===== config.mk =====
export PLATFORM = sky130hd
export DESIGN_NAME = uart_cmd_rx
export DESIGN_NICKNAME = d
export VERILOG_FILES = /design/src/rtl/uart_cmd_rx.sv
export SDC_FILE = /design/constraint.sdc
export NUM_CORES = 1
export LEC_CHECK = 0
export ABC_AREA = 1
export CORE_MARGIN = 2
export CORE_UTILIZATION = 54
export DETAILED_ROUTE_END_ITERATION = 10
export GPL_ROUTABILITY_DRIVEN = 1
export HOLD_SLACK_MARGIN = 0.15
export PLACE_DENSITY = 0.87
export SYNTH_ARGS = -nofsm -noshare
export SYNTH_HDL_FRONTEND = slang
export SYNTH_SLANG_ARGS = --single-unit

===== constraint.sdc =====
create_clock -name clk -period 2.4 [get_ports clk]
set_input_delay 0.36 -clock clk [delete_from_list [all_inputs] [get_ports clk]]
set_output_delay 0.36 -clock clk [all_outputs]
set_load 0.02 [all_outputs]

===== src/rtl/uart_cmd_rx.sv =====
// Console UART receiver: 8N1 deserialiser plus ASCII command-line parser.
// Emits one-cycle action pulses (code + argument) for the pet state logic.
module uart_cmd_rx #(
  parameter int DELAY_FRAMES = 234,
  parameter int CMD_TIMEOUT  = 27000000
) (
  input  logic       clk,
  input  logic       rst,
  input  logic       uart_rx,
  output logic [7:0] rx_byte,
  output logic       rx_byte_valid,
  output logic       frame_err,
  output logic       cmd_valid,
  output logic [2:0] cmd_code,
  output logic [3:0] cmd_arg,
  output logic       cmd_err
);

  localparam int CW = $clog2(DELAY_FRAMES + 1);
  localparam int TW = $clog2(CMD_TIMEOUT + 1);
  localparam logic [CW-1:0] HALF = CW'(DELAY_FRAMES / 2);
  localparam logic [CW-1:0] LAST = CW'(DELAY_FRAMES - 1);
  localparam logic [TW-1:0] TMAX = TW'(CMD_TIMEOUT);

  typedef enum logic [2:0] {
    R_IDLE, R_START, R_DATA, R_STOP, R_BREAK
  } rstate_t;

  typedef enum logic [1:0] {
    P_IDLE, P_CMD, P_ARG, P_DISCARD
  } pstate_t;

  rstate_t rstate;
  pstate_t pstate;

  logic          sync1, sync2, line;
  logic [CW-1:0] cnt;
  logic [2:0]    bit_idx;
  logic [7:0]    shreg;
  logic [TW-1:0] tcnt;
  logic [2:0]    pcode;
  logic [3:0]    parg;
  logic          frame_hit;

  function automatic logic is_term(input logic [7:0] b);
    return (b == 8'h0D) || (b == 8'h0A);
  endfunction

  function automatic logic is_hex(input logic [7:0] b);
    return (b >= 8'h30 && b <= 8'h39) ||
           (b >= 8'h41 && b <= 8'h46) ||
           (b >= 8'h61 && b <= 8'h66);
  endfunction

  function automatic logic [3:0] hex_val(input logic [7:0] b);
    logic [7:0] t;
    if (b <= 8'h39)      t = b - 8'h30;
    else if (b <= 8'h46) t = b - 8'h37;
    else                 t = b - 8'h57;
    return t[3:0];
  endfunction

  function automatic logic is_cmd(input logic [7:0] b);
    logic [7:0] u;
    u = (b >= 8'h61 && b <= 8'h7A) ? (b - 8'h20) : b;
    return (u == 8'h46) || (u == 8'h50) || (u == 8'h43) ||
           (u == 8'h53) || (u == 8'h4D) || (u == 8'h54) ||
           (u == 8'h3F);
  endfunction

  function automatic logic [2:0] cmd_val(input logic [7:0] b);
    logic [7:0] u;
    logic [2:0] c;
    u = (b >= 8'h61 && b <= 8'h7A) ? (b - 8'h20) : b;
    case (u)
      8'h46:   c = 3'd0;
      8'h50:   c = 3'd1;
      8'h43:   c = 3'd2;
      8'h53:   c = 3'd3;
      8'h4D:   c = 3'd4;
      8'h54:   c = 3'd5;
      default: c = 3'd6;
    endcase
    return c;
  endfunction

  always_ff @(posedge clk or posedge rst) begin
    if (rst) begin
      sync1 <= 1'b1;
      sync2 <= 1'b1;
    end else begin
      sync1 <= uart_rx;
      sync2 <= sync1;
    end
  end

  assign line = sync2;

  // Stop bit sampled low; the parser reacts in this same cycle.
  assign frame_hit = (rstate == R_STOP) && (cnt == LAST) && !line;

  always_ff @(posedge clk or posedge rst) begin
    if (rst) begin
      rstate        <= R_IDLE;
      cnt           <= '0;
      bit_idx       <= '0;
      shreg         <= '0;
      rx_byte       <= '0;
      rx_byte_valid <= 1'b0;
      frame_err     <= 1'b0;
    end else begin
      rx_byte_valid <= 1'b0;
      frame_err     <= 1'b0;
      case (rstate)
        R_IDLE: begin
          if (!line) begin
            rstate <= R_START;
            cnt    <= '0;
          end
        end
        R_START: begin
          if (cnt == HALF) begin
            cnt     <= '0;
            bit_idx <= '0;
            rstate  <= line ? R_IDLE : R_DATA;
          end else begin
            cnt <= cnt + CW'(1);
          end
        end
        R_DATA: begin
          if (cnt == LAST) begin
            cnt     <= '0;
            shreg   <= {line, shreg[7:1]};
            bit_idx <= bit_idx + 3'd1;
            if (bit_idx == 3'd7) rstate <= R_STOP;
          end else begin
            cnt <= cnt + CW'(1);
          end
        end
        R_STOP: begin
          if (cnt == LAST) begin
            cnt <= '0;
            if (line) begin
              rx_byte       <= shreg;
              rx_byte_valid <= 1'b1;
              rstate        <= R_IDLE;
            end else begin
              frame_err <= 1'b1;
              rstate    <= R_BREAK;
            end
          end else begin
            cnt <= cnt + CW'(1);
          end
        end
        R_BREAK: begin
          if (line) rstate <= R_IDLE;
        end
        default: rstate <= R_IDLE;
      endcase
    end
  end

  always_ff @(posedge clk or posedge rst) begin
    if (rst) begin
      pstate    <= P_IDLE;
      tcnt      <= '0;
      pcode     <= '0;
      parg      <= '0;
      cmd_valid <= 1'b0;
      cmd_code  <= '0;
      cmd_arg   <= '0;
      cmd_err   <= 1'b0;
    end else begin
      cmd_valid <= 1'b0;
      cmd_err   <= 1'b0;
      if (frame_hit) begin
        cmd_err <= (pstate != P_DISCARD);
        pstate  <= P_DISCARD;
        tcnt    <= '0;
      end else if (rx_byte_valid) begin
        tcnt <= '0;
        case (pstate)
          P_IDLE: begin
            if (is_cmd(rx_byte)) begin
              pcode  <= cmd_val(rx_byte);
              parg   <= 4'd1;
              pstate <= P_CMD;
            end else if (!is_term(rx_byte)) begin
              cmd_err <= 1'b1;
              pstate  <= P_DISCARD;
            end
          end
          P_CMD: begin
            if (is_hex(rx_byte)) begin
              parg   <= hex_val(rx_byte);
              pstate <= P_ARG;
            end else if (is_term(rx_byte)) begin
              cmd_valid <= 1'b1;
              cmd_code  <= pcode;
              cmd_arg   <= parg;
              pstate    <= P_IDLE;
            end else begin
              cmd_err <= 1'b1;
              pstate  <= P_DISCARD;
            end
          end
          P_ARG: begin
            if (is_term(rx_byte)) begin
              cmd_valid <= 1'b1;
              cmd_code  <= pcode;
              cmd_arg   <= parg;
              pstate    <= P_IDLE;
            end else begin
              cmd_err <= 1'b1;
              pstate  <= P_DISCARD;
            end
          end
          default: begin
            if (is_term(rx_byte)) pstate <= P_IDLE;
          end
        endcase
      end else if (pstate == P_CMD || pstate == P_ARG) begin
        if (tcnt == TMAX) begin
          tcnt   <= '0;
          pstate <= P_IDLE;
        end else begin
          tcnt <= tcnt + TW'(1);
        end
      end else begin
        tcnt <= '0;
      end
    end
  end

endmodule


======== Word-level counts from Yosys, hierarchy flattened ========
Cells that the tools add are included.
cells by class
  $lt $le $gt $ge ......................... 7
  reductions and logical operators ........ 35
  equal/unequal tests ..................... 31
  muxes and demuxes ....................... 60
  add/sub/neg operators ................... 7
  bitwise gates (word level) .............. 1
operators by type and width
  cell                                                            count
  two-way mux 25 bit                                              4
  == test 8 x 7 -> 1 bit, second input constant                   7
  two-way mux 3 bit                                               11
  two-way mux 8 bit                                               4
  adder 25 x 1 -> 25 bit, second input constant                   1
  == test 25 bit, second input constant                           1
  less-or-equal comparator 8 x 7 -> 1 bit, second input constant  3
  two-way mux 4 bit                                               6
  case mux 8 bit (3 select lines)                                 1
  two-way mux 2 bit                                               10
  != test 2 bit, second input constant                            9
  case mux 3 bit (6 select lines)                                 1
  == test 8 x 4 -> 1 bit, second input constant                   2
  >= comparator 8 x 7 -> 1 bit, second input constant             2
  case mux 4 bit (2 select lines)                                 2
  two-way mux 1 bit                                               15
  case mux 3 bit (5 select lines)                                 1
  case mux 3 bit (2 select lines)                                 2
  AND reduction 4 bit                                             3
  logical OR 1 bit                                                10
  nonzero test 3 bit                                              3
  adder 8 x 1 -> 8 bit, second input constant                     1
  == test 8 x 6 -> 1 bit, second input constant                   1
  == test 8 bit, second input constant                            1
  28 further kinds                                                40
storage, ports and cells
  word-level logic and storage cells ...... 158
  output and inout port bits .............. 19
  input port bits ......................... 3
  flip-flop bits (word level) ............. 77

======== Depth between registers and ports, before layout ========
Gate-level depths: netlist (run 1).
  depth after elaboration ................. 14
  mapped depth ............................ 16
  depth with buffers taken out ............ 16

======== Worst setup path before layout (run 1) ========
OpenSTA, ideal clock, no wires.
  path type ............................... reg2reg
  start ................................... register rx_byte[1]
  end ..................................... register pcode[1]
  required time ........................... 2.278 ns
  path buffers ............................ 0
  cell stages (with the launch flop) ...... 17
  path slack .............................. 0.278 ns
  period minus slack after synthesis ...... 2.122 ns
  arrival ................................. 2.000 ns
  path through ............................ dfrtp_1 > inv_1 > ha_1 > inv_1 > nand3_1 > nand2_1 > nand2_4 > nand3_1 > nand2_2 > nor2_4 > nand2_1 > nor2_2 > nor2_4 > nand3_2 > nand3_2 > nor2_1 > a21oi_1
on the way
  longest elaborated chain between the ends .. 11
  elaborated cells on any way between the ends .. 20
  classes of those cells .................. add/sub: 1; order compare: 2; eq/ne: 7; mux: 2; reduce/logical: 8
ends and longest elaborated chain
  item                                                                                     line    text
  start, declared                                                                          10      output logic [7:0] rx_byte,
  start signal, assigned                                                                   144     rx_byte <= shreg;
  >= comparator 8 x 7 -> 1 bit or less-or-equal comparator 8 x 7 -> 1 bit (tied branches)  65, 74
  logical AND 1 bit                                                                        65, 74
  two-way mux 8 bit *                                                                      65, 74
  == test 8 x 7 -> 1 bit                                                                   66, 75
  logical OR 1 bit (3 in series)                                                           66      return (u == 8'h46) || (u == 8'h50) || (u == 8'h43) ||
  logical OR 1 bit (3 in series)                                                           67      (u == 8'h53) || (u == 8'h4D) || (u == 8'h54) ||
  AND reduction 4 bit (no line)                                                            -
  end signal, assigned                                                                     185     pcode <= cmd_val(rx_byte);
  end, declared                                                                            41      logic [2:0] pcode;
Mark *: on every way between the ends. The rest lies on a longest branch, timed or not.
A chain may end at the register's enable or synchronous reset.

======== Worst setup path in the final report (run 1) ========
  start ................................... register cnt[1]
  end ..................................... register cmd_arg[1]
on the way
  longest elaborated chain between the ends .. 5
ends and longest elaborated chain
  item                             line  text
  start, declared                  37    logic [CW-1:0] cnt;
  start signal, assigned           127   cnt <= cnt + CW'(1);
  start signal, assigned           137   cnt <= cnt + CW'(1);
  start signal, assigned           152   cnt <= cnt + CW'(1);
  == test 8 bit                    100   assign frame_hit = (rstate == R_STOP) && (cnt == LAST) && !line;
  logical AND 1 bit (2 in series)  100
  NOT 1 bit (no line)              -
  AND reduction 4 bit (no line)    -
  end signal, assigned             200   cmd_arg <= parg;
  end signal, assigned             211   cmd_arg <= parg;
  end, declared                    15    output logic [3:0] cmd_arg,
Every way passes these cells.

==> out/qor.yml, run 1 <==
finish:
  diodes: 0
  post-route-util: 0.6265
  area_growth_pct: 13.41
  final_nets: 561
  num-fill-cells: 649
  drive_gt1_frac: 0.1250
pwr:
  p_leak_nw: 2.113
  internal_power_w: 0.001710
  p_switching_w: 0.0005233
  combPwrFrac: 0.015
  p_clk_frac: 0.403
  powerDensity_nw_per_um2: 463.7
  sw_frac_of_total: 0.2343
  max-vdd-ir-drop_v: 0.0003803
  seq_power_share: 0.583
global_routing:
  grt_overflow: 0
  grt_pass1_wl_um: 15190
  grt_max_degree: 78
  grt_pass1_vias: 3531
  antenna_found_initial: 0
  grt_usage: 0.2173
die:
  dieArea_um2: 8590
  fp.dieH_um: 92.68
  coreArea_um2: 7687
  rows: 32
  initial_core_util: 0.5524
  ioPinCount: 22
  die_w_um: 92.68
detailed_routing:
  drtIter0Drc: 171
  wirelength_um: 8793
  drc: 0
  firstDrtPassIters: 4
  vias: 3440
  wire_per_inst_um: 13.61
  avgViaCountPerCell: 5.325
  ant_nets: 0
placed_design:
  gp_congestion: 0.9199
  hpwl_um: 6512
  portBuffers: 21
cts:
  tritoncts: "yes"
  htree_levels: 3
  numCtsBuffers: 9
  post_cts_buffers: 0
  cts_resized: 0
  cts.clk_slew.worst_paths_ns: 0.08
  hold_buffers: 0
  clkLatencyLatePin_ns: 0.37
  cts_buffer_depth: 2
  cts_root_buffer: "clkbuf_8"
  numClockSinks: 77
worst_hold_path:
  hold_path.class: "reg2reg"
  worstHoldEndpoint: "line"
  hold_path.startpoint: "sync1"
  whs_path_depth: 0
yosys:
  yosysMostFrequentCell: "nand2_1"
  synth-seq-area-share: 0.4543
  synth_nets: 524
  async_reset_ff_frac: 1.000
  synth_top_cell_area_share: 0.4420
  synth.largest_area_cell: "dfrtp_1"
  yosysUniqueCellTypes: 46
  ys_ff_latch: 77
  yosys_warnings: 0
  synth_area_per_cell_um2: 8.459
  synth_area_um2: 4247
  synth.area.top_cells: "dfrtp_1, nand2_1, inv_1, ha_1, nor2_1"
  syn_inst: 502
  synth_common_cells: "nand2_1, dfrtp_1, inv_1, nor2_1, nand3_1"
  synth-edff-count: 0
  synth_flop_cell: "dfrtp_1"
worst_setup_path:
  crit_path_cell_trace: "inv_1 > ha_1 > nand2_1 > nor3_1 > nand2_1 > nor3_4 > nor2_1 > inv_1 > nor2_2 > nand2_2 > mux2_2"
  rr_startpoint: "cnt[1]"
  start_kind: "flip-flop"
  cp_data_required_time_ns: 2.64
  slowest_delay_ns: 0.39
  critPathMaxFanout: 10
  r2r_cells: 11
  crit_slowest_cell: "dfrtp_1"
  worstSetupPathType: "reg2reg"
  r2r_end: "cmd_arg[1]"
  rrSetupSlack_ns: 0.13
  arrival_ns: 2.51
  endpoint_kind: "flip-flop"
timing:
  skew_ns: 0.01334
  finalHoldViolations: 0
  finalSetupTns_ns: 0
  holdWs_ns: 0.3656
  rsz0062_at_grt: "no"
  fin_crit_ns: 2.266
  worstMarginPinSlew_ns: 0.5225
  maxSlewViolCount: 0
  slew-limit-headroom: 0.6480
  setup_viol: 0
  period_share: 0.9443
  fmax_mhz: 441.3
run_status:
  status: "completed"
flow_run:
  cap_viol_max_count: 0
worst max-delay path: cells and delay by family, from the launching register on:
family,cells,cell delay [ns]
adders and majority gates,1,0.18
muxes,1,0.36
DFF,1,0.39
and+or+nand+nor,7,1.02
buffers and inverters,2,0.22
power by group through the flow:
| stage | clock [W] | combinational [W] | sequential [W] |
|---|---|---|---|
| global route | 0.000965 | 0.0000395 | 0.00130 |
| global placement | 0 | 0.0000342 | 0.00133 |
| finish | 0.000899 | 0.0000329 | 0.00130 |
| CTS | 0.000919 | 0.0000352 | 0.00130 |
| floorplan | 0 | 0.0000199 | 0.00133 |
| detailed placement | 0 | 0.0000354 | 0.00133 |
worst max-delay path by stage:
| stage | start | to | slack (ns) | depth (start not counted) |
|---|---|---|---|---|
| 6_report | cnt[1] | cmd_arg[1] | 0.13 | 11 |
| 5_1_grt | cnt[1] | cmd_arg[2] | 0.01 | 11 |
| 4_1_cts | rx_byte[1] | pcode[1] | 0.09 | 16 |
| 3_5_place_dp | cnt[1] | cmd_arg[1] | 0.12 | 11 |
| 3_3_place_gp | rx_byte[1] | cmd_arg[3] | 0.23 | 8 |
| 2_1_floorplan | rst | bit_idx[0] | 0.08 | 1 |
final cells by class:
type                       count  area (um^2)  share of cell area
multi-input combinational    345         2008              0.4170
clock buffer                  11        141.4             0.02936
inverter                      77        291.5             0.06054
tap                          102        127.6             0.02650
timing repair buffer          29        282.8             0.05872
clock inverter                 5        33.78            0.007015
sequential                    77         1931              0.4009
registers in the layout, summed over array words and instances (netlist names), 2 cells and up:
signal,cells
tcnt,25
cnt,8
rx_byte,8
shreg,8
cmd_arg,4
parg,4
bit_idx,3
cmd_code,3
pcode,3
rstate,3
pstate,2
layer usage:
layer | share of wire | vias to the layer above | wire length [um] | track usage
li1 | - | 1719 | - | -
met1 | 0.44 | 1650 | 3889 | 0.2651
met2 | 0.52 | 63 | 4531 | 0.3911
met3 | 0.032 | 8 | 280 | 0.03743
met4 | 0.010 | 0 | 92 | 0.06985
met5 | 0 | - | 0 | 0
kinds of logic (layout without fill, tap and decap cells):
group | count (synthesis) | in the layout | share of synthesized area
AO/OA/AOI/OAI | 73 | 73 | 0.09664
XOR/XNOR | 15 | 15 | 0.03094
adder cells (fa/ha/maj) | 19 | 19 | 0.05598
buffers and inverters | 80 | 122 | 0.07336
flip-flops | 77 | 77 | 0.4543
multiplexers | 12 | 12 | 0.03182
AND/OR/NAND/NOR | 226 | 226 | 0.2569
stage by stage:
stage                     cell area (um^2)  std cells  worst slack [ns]  total power (W)
after CTS                             4812        646           0.09249         0.002255
after detailed placement              4637        630            0.1182         0.001362
after floorplan                       4247        502           0.07663         0.001346
after global placement                4637        630            0.2293         0.001360
final                                 4816        646            0.1338         0.002233
after global routing                  4816        646          0.009709         0.002306
placed cells by master (no fill, tap or decap), drive strengths merged, types with 5 or more instances in the layout:
master | synthesis | final
nand2 | 87 | 87
inv | 76 | 77
dfrtp | 75 | 75
nor2 | 60 | 60
nand3 | 36 | 36
o21ai | 36 | 36
nor3 | 29 | 29
a21oi | 23 | 23
clkdlybuf4s50 | 0 | 21
ha | 19 | 19
mux2 | 12 | 12
clkbuf | 1 | 11
xor2 | 10 | 10
nand4 | 10 | 10
buf | 2 | 8
xnor2 | 5 | 5
Note: power is estimated with default switching activity, not from simulation.
==> run 2, diff against run 1 <==
CAP_MARGIN = 30   (was unset)
PLACE_DENSITY = unset   (was 0.87)
PLACE_DENSITY_LB_ADDON = 0.15   (was unset)
SLEW_MARGIN = 15   (was unset)
==> run 2 against run 1 <==
Cell count is 1.4% higher. Global-route usage is 0.65 points higher. Register-to-register slack better by 0.12 ns. Wire length hardly changed. Critical path type unchanged. Hold slack worse by 0.0074 ns. Final area is 2.8% higher. Largest cell class unchanged. First-iteration DRC count is 26% lower. Critical path depth is 5 higher. Utilization is 1.7 points higher.
==> out/qor.yml, run 2 (same netlist as run 1, synthesis figures left out) <==
pwr:
  p_clk_frac: 0.459  # was 0.403
  internal_power_w: 0.001931  # was 0.001710 W
  sw_frac_of_total: 0.2183  # was 0.2343
  p_switching_w: 0.0005393  # was 0.0005233 W
  combPwrFrac: 0.014  # was 0.015
  p_leak_nw: 2.191  # was 2.113 nW
  powerDensity_nw_per_um2: 499.1  # was 463.7 nW/um^2
  max-vdd-ir-drop_v: 0.0003530  # was 0.0003803 V
  finalPower_w: 0.002470  # was 0.002233 W
  seq_power_share: 0.526  # was 0.583
cts:
  hold_buffers: 0  # unchanged
  cts_root_buffer: "clkbuf_8"  # unchanged
  cts_buffer_depth: 2  # unchanged
  numClockSinks: 77  # unchanged
  tritoncts: "yes"  # unchanged
  clkLatencyLatePin_ns: 0.35  # was 0.37 ns
  cts.clk_slew.worst_paths_ns: 0.09  # was 0.08 ns
  htree_levels: 3  # unchanged
  numCtsBuffers: 9  # unchanged
placed_design:
  gp_congestion: 0.9290  # was 0.9199
  portBuffers: 21  # unchanged
  hpwl_um: 6764  # was 6512 um
  dp.cells: 638  # was 630
  place_worst_setup_slack_ns: 0.2301  # was 0.1182 ns
timing:
  finalSetupTns_ns: 0  # unchanged
  skew_ns: 0.01022  # was 0.01334 ns
  setup_viol: 0  # unchanged
  worstMarginPinSlew_ns: 0.5933  # was 0.5225 ns
  layout_setup_ws_ns: 0.2515  # was 0.1338 ns
  fin_crit_ns: 2.148  # was 2.266 ns
  slew-limit-headroom: 0.6039  # was 0.6480
  fmax_mhz: 465.5  # was 441.3 MHz
  maxSlewViolCount: 0  # unchanged
  period_share: 0.8952  # was 0.9443
  rsz0062_at_grt: "no"  # unchanged
  finalHoldViolations: 0  # unchanged
global_routing:
  antenna_found_initial: 0  # unchanged
  grt_max_degree: 29  # was 78
  grt_usage: 0.2238  # was 0.2173
  grt_pass1_vias: 3329  # was 3531
  grt_pass1_wl_um: 15180  # was 15190 um
  grt_overflow: 0  # unchanged
worst_setup_path:
  start_kind: "flip-flop"  # unchanged
  worstSetupPathType: "reg2reg"  # unchanged
  rrSetupSlack_ns: 0.25  # was 0.13 ns
  arrival_ns: 2.42  # was 2.51 ns
  cp_data_required_time_ns: 2.67  # was 2.64 ns
  endpoint_kind: "flip-flop"  # unchanged
  critPathMaxFanout: 8  # was 10
detailed_routing:
  drc: 0  # unchanged
  avgViaCountPerCell: 5.241  # was 5.325
  wirelength_um: 8790  # was 8793 um
  drtIter0Drc: 126  # was 171
  vias: 3433  # was 3440
  firstDrtPassIters: 4  # unchanged
  wire_per_inst_um: 13.42  # was 13.61 um
  ant_nets: 0  # unchanged
worst_hold_path:
  hold_path.class: "reg2reg"  # unchanged
run_status:
  status: "completed"  # unchanged
finish:
  max_flop_register: "tcnt"  # unchanged
  drive_gt1_frac: 0.1374  # was 0.1250
  largest_reg_flops: 25  # unchanged
  diodes: 0  # unchanged
  post-route-util: 0.6439  # was 0.6265
  final_nets: 570  # was 561
  area_growth_pct: 16.56  # was 13.41%
  num-fill-cells: 654  # was 649
  final_common_cell: "nand2_1"  # unchanged
  layout_common_cells: "nand2_1, dfrtp_1, inv_1"  # unchanged
  instances_no_fill: 655  # was 646
die:
  die_w_um: 92.68  # unchanged
  initial_core_util: 0.5524  # unchanged
  rows: 32  # unchanged
  coreArea_um2: 7687  # unchanged
  dieArea_um2: 8590  # unchanged
  fp.dieH_um: 92.68  # unchanged
  ioPinCount: 22  # unchanged
flow_run:
  cap_viol_max_count: 0  # unchanged
## run 2: timing repair
action	CTS	global route
endpoints found under the hold margin	0	0
setup buffers	0	1
endpoints found under the setup margin	0	8
gates resized for setup	0	1
## run 2: path summary, 6_finish.rpt
check,from,end,depth (start not counted)
max,rx_byte[0],parg[3],16
min,sync1,line,0
max reg2reg,rx_byte[0],parg[3],16
min reg2reg,sync1,line,0
max in group asynchronous,rst,tcnt[13],3
min in group asynchronous,rst,parg[0],2
## run 2: power groups by stage
stage / registers [W] / logic (W) / clock network (W)
finish: 0.00130 / 0.0000355 / 0.00113
global route: 0.00130 / 0.0000424 / 0.00121
CTS: 0.00130 / 0.0000381 / 0.00115
detailed placement: 0.00133 / 0.0000382 / 0
global placement: 0.00133 / 0.0000373 / 0
floorplan: 0.00133 / 0.0000199 / 0
## run 2: metrics by stage
step | hold slack (ns) | cell area (um^2)
global route | 0.3627 | 4950
CTS | 0.3585 | 4941
detailed placement | 0.3472 | 4710
global placement | 0.3472 | 4710
floorplan | 0.3452 | 4247
finish | 0.3582 | 4950
## run 2: layout make-up
type,count,area (um^2),area share
multi-input cells,345,2006,0.4052
clock buffers,10,137.6,0.02781
repair buffers,38,362.8,0.07331
flip-flops and latches,77,1931,0.3900
well taps,102,127.6,0.02578
clock inverters,6,93.84,0.01896
inverters,77,291.5,0.05890
## run 2: layer usage
layer	up-vias	global-route usage	part of all wire
met2	71	0.3710	0.48
met4	0	0.08088	0.017
li1	1745	-	-
met1	1605	0.2929	0.46
met5	-	0	0
met3	12	0.04557	0.042
## run 2: critical path, cell delays in order, from the launching register on
cell and delay [ns]:
dfrtp_1 0.41, inv_1 0.14, ha_1 0.20, inv_1 0.05
nor2_1 0.16, nand2_1 0.09, nand3_2 0.09, nand3_1 0.09
nand2_2 0.08, nor2_4 0.05, nand2_1 0.10, nand2_2 0.08
nor2_4 0.14, nand4_4 0.12, nand3_4 0.12, nand2_1 0.07
o21ai_1 0.09
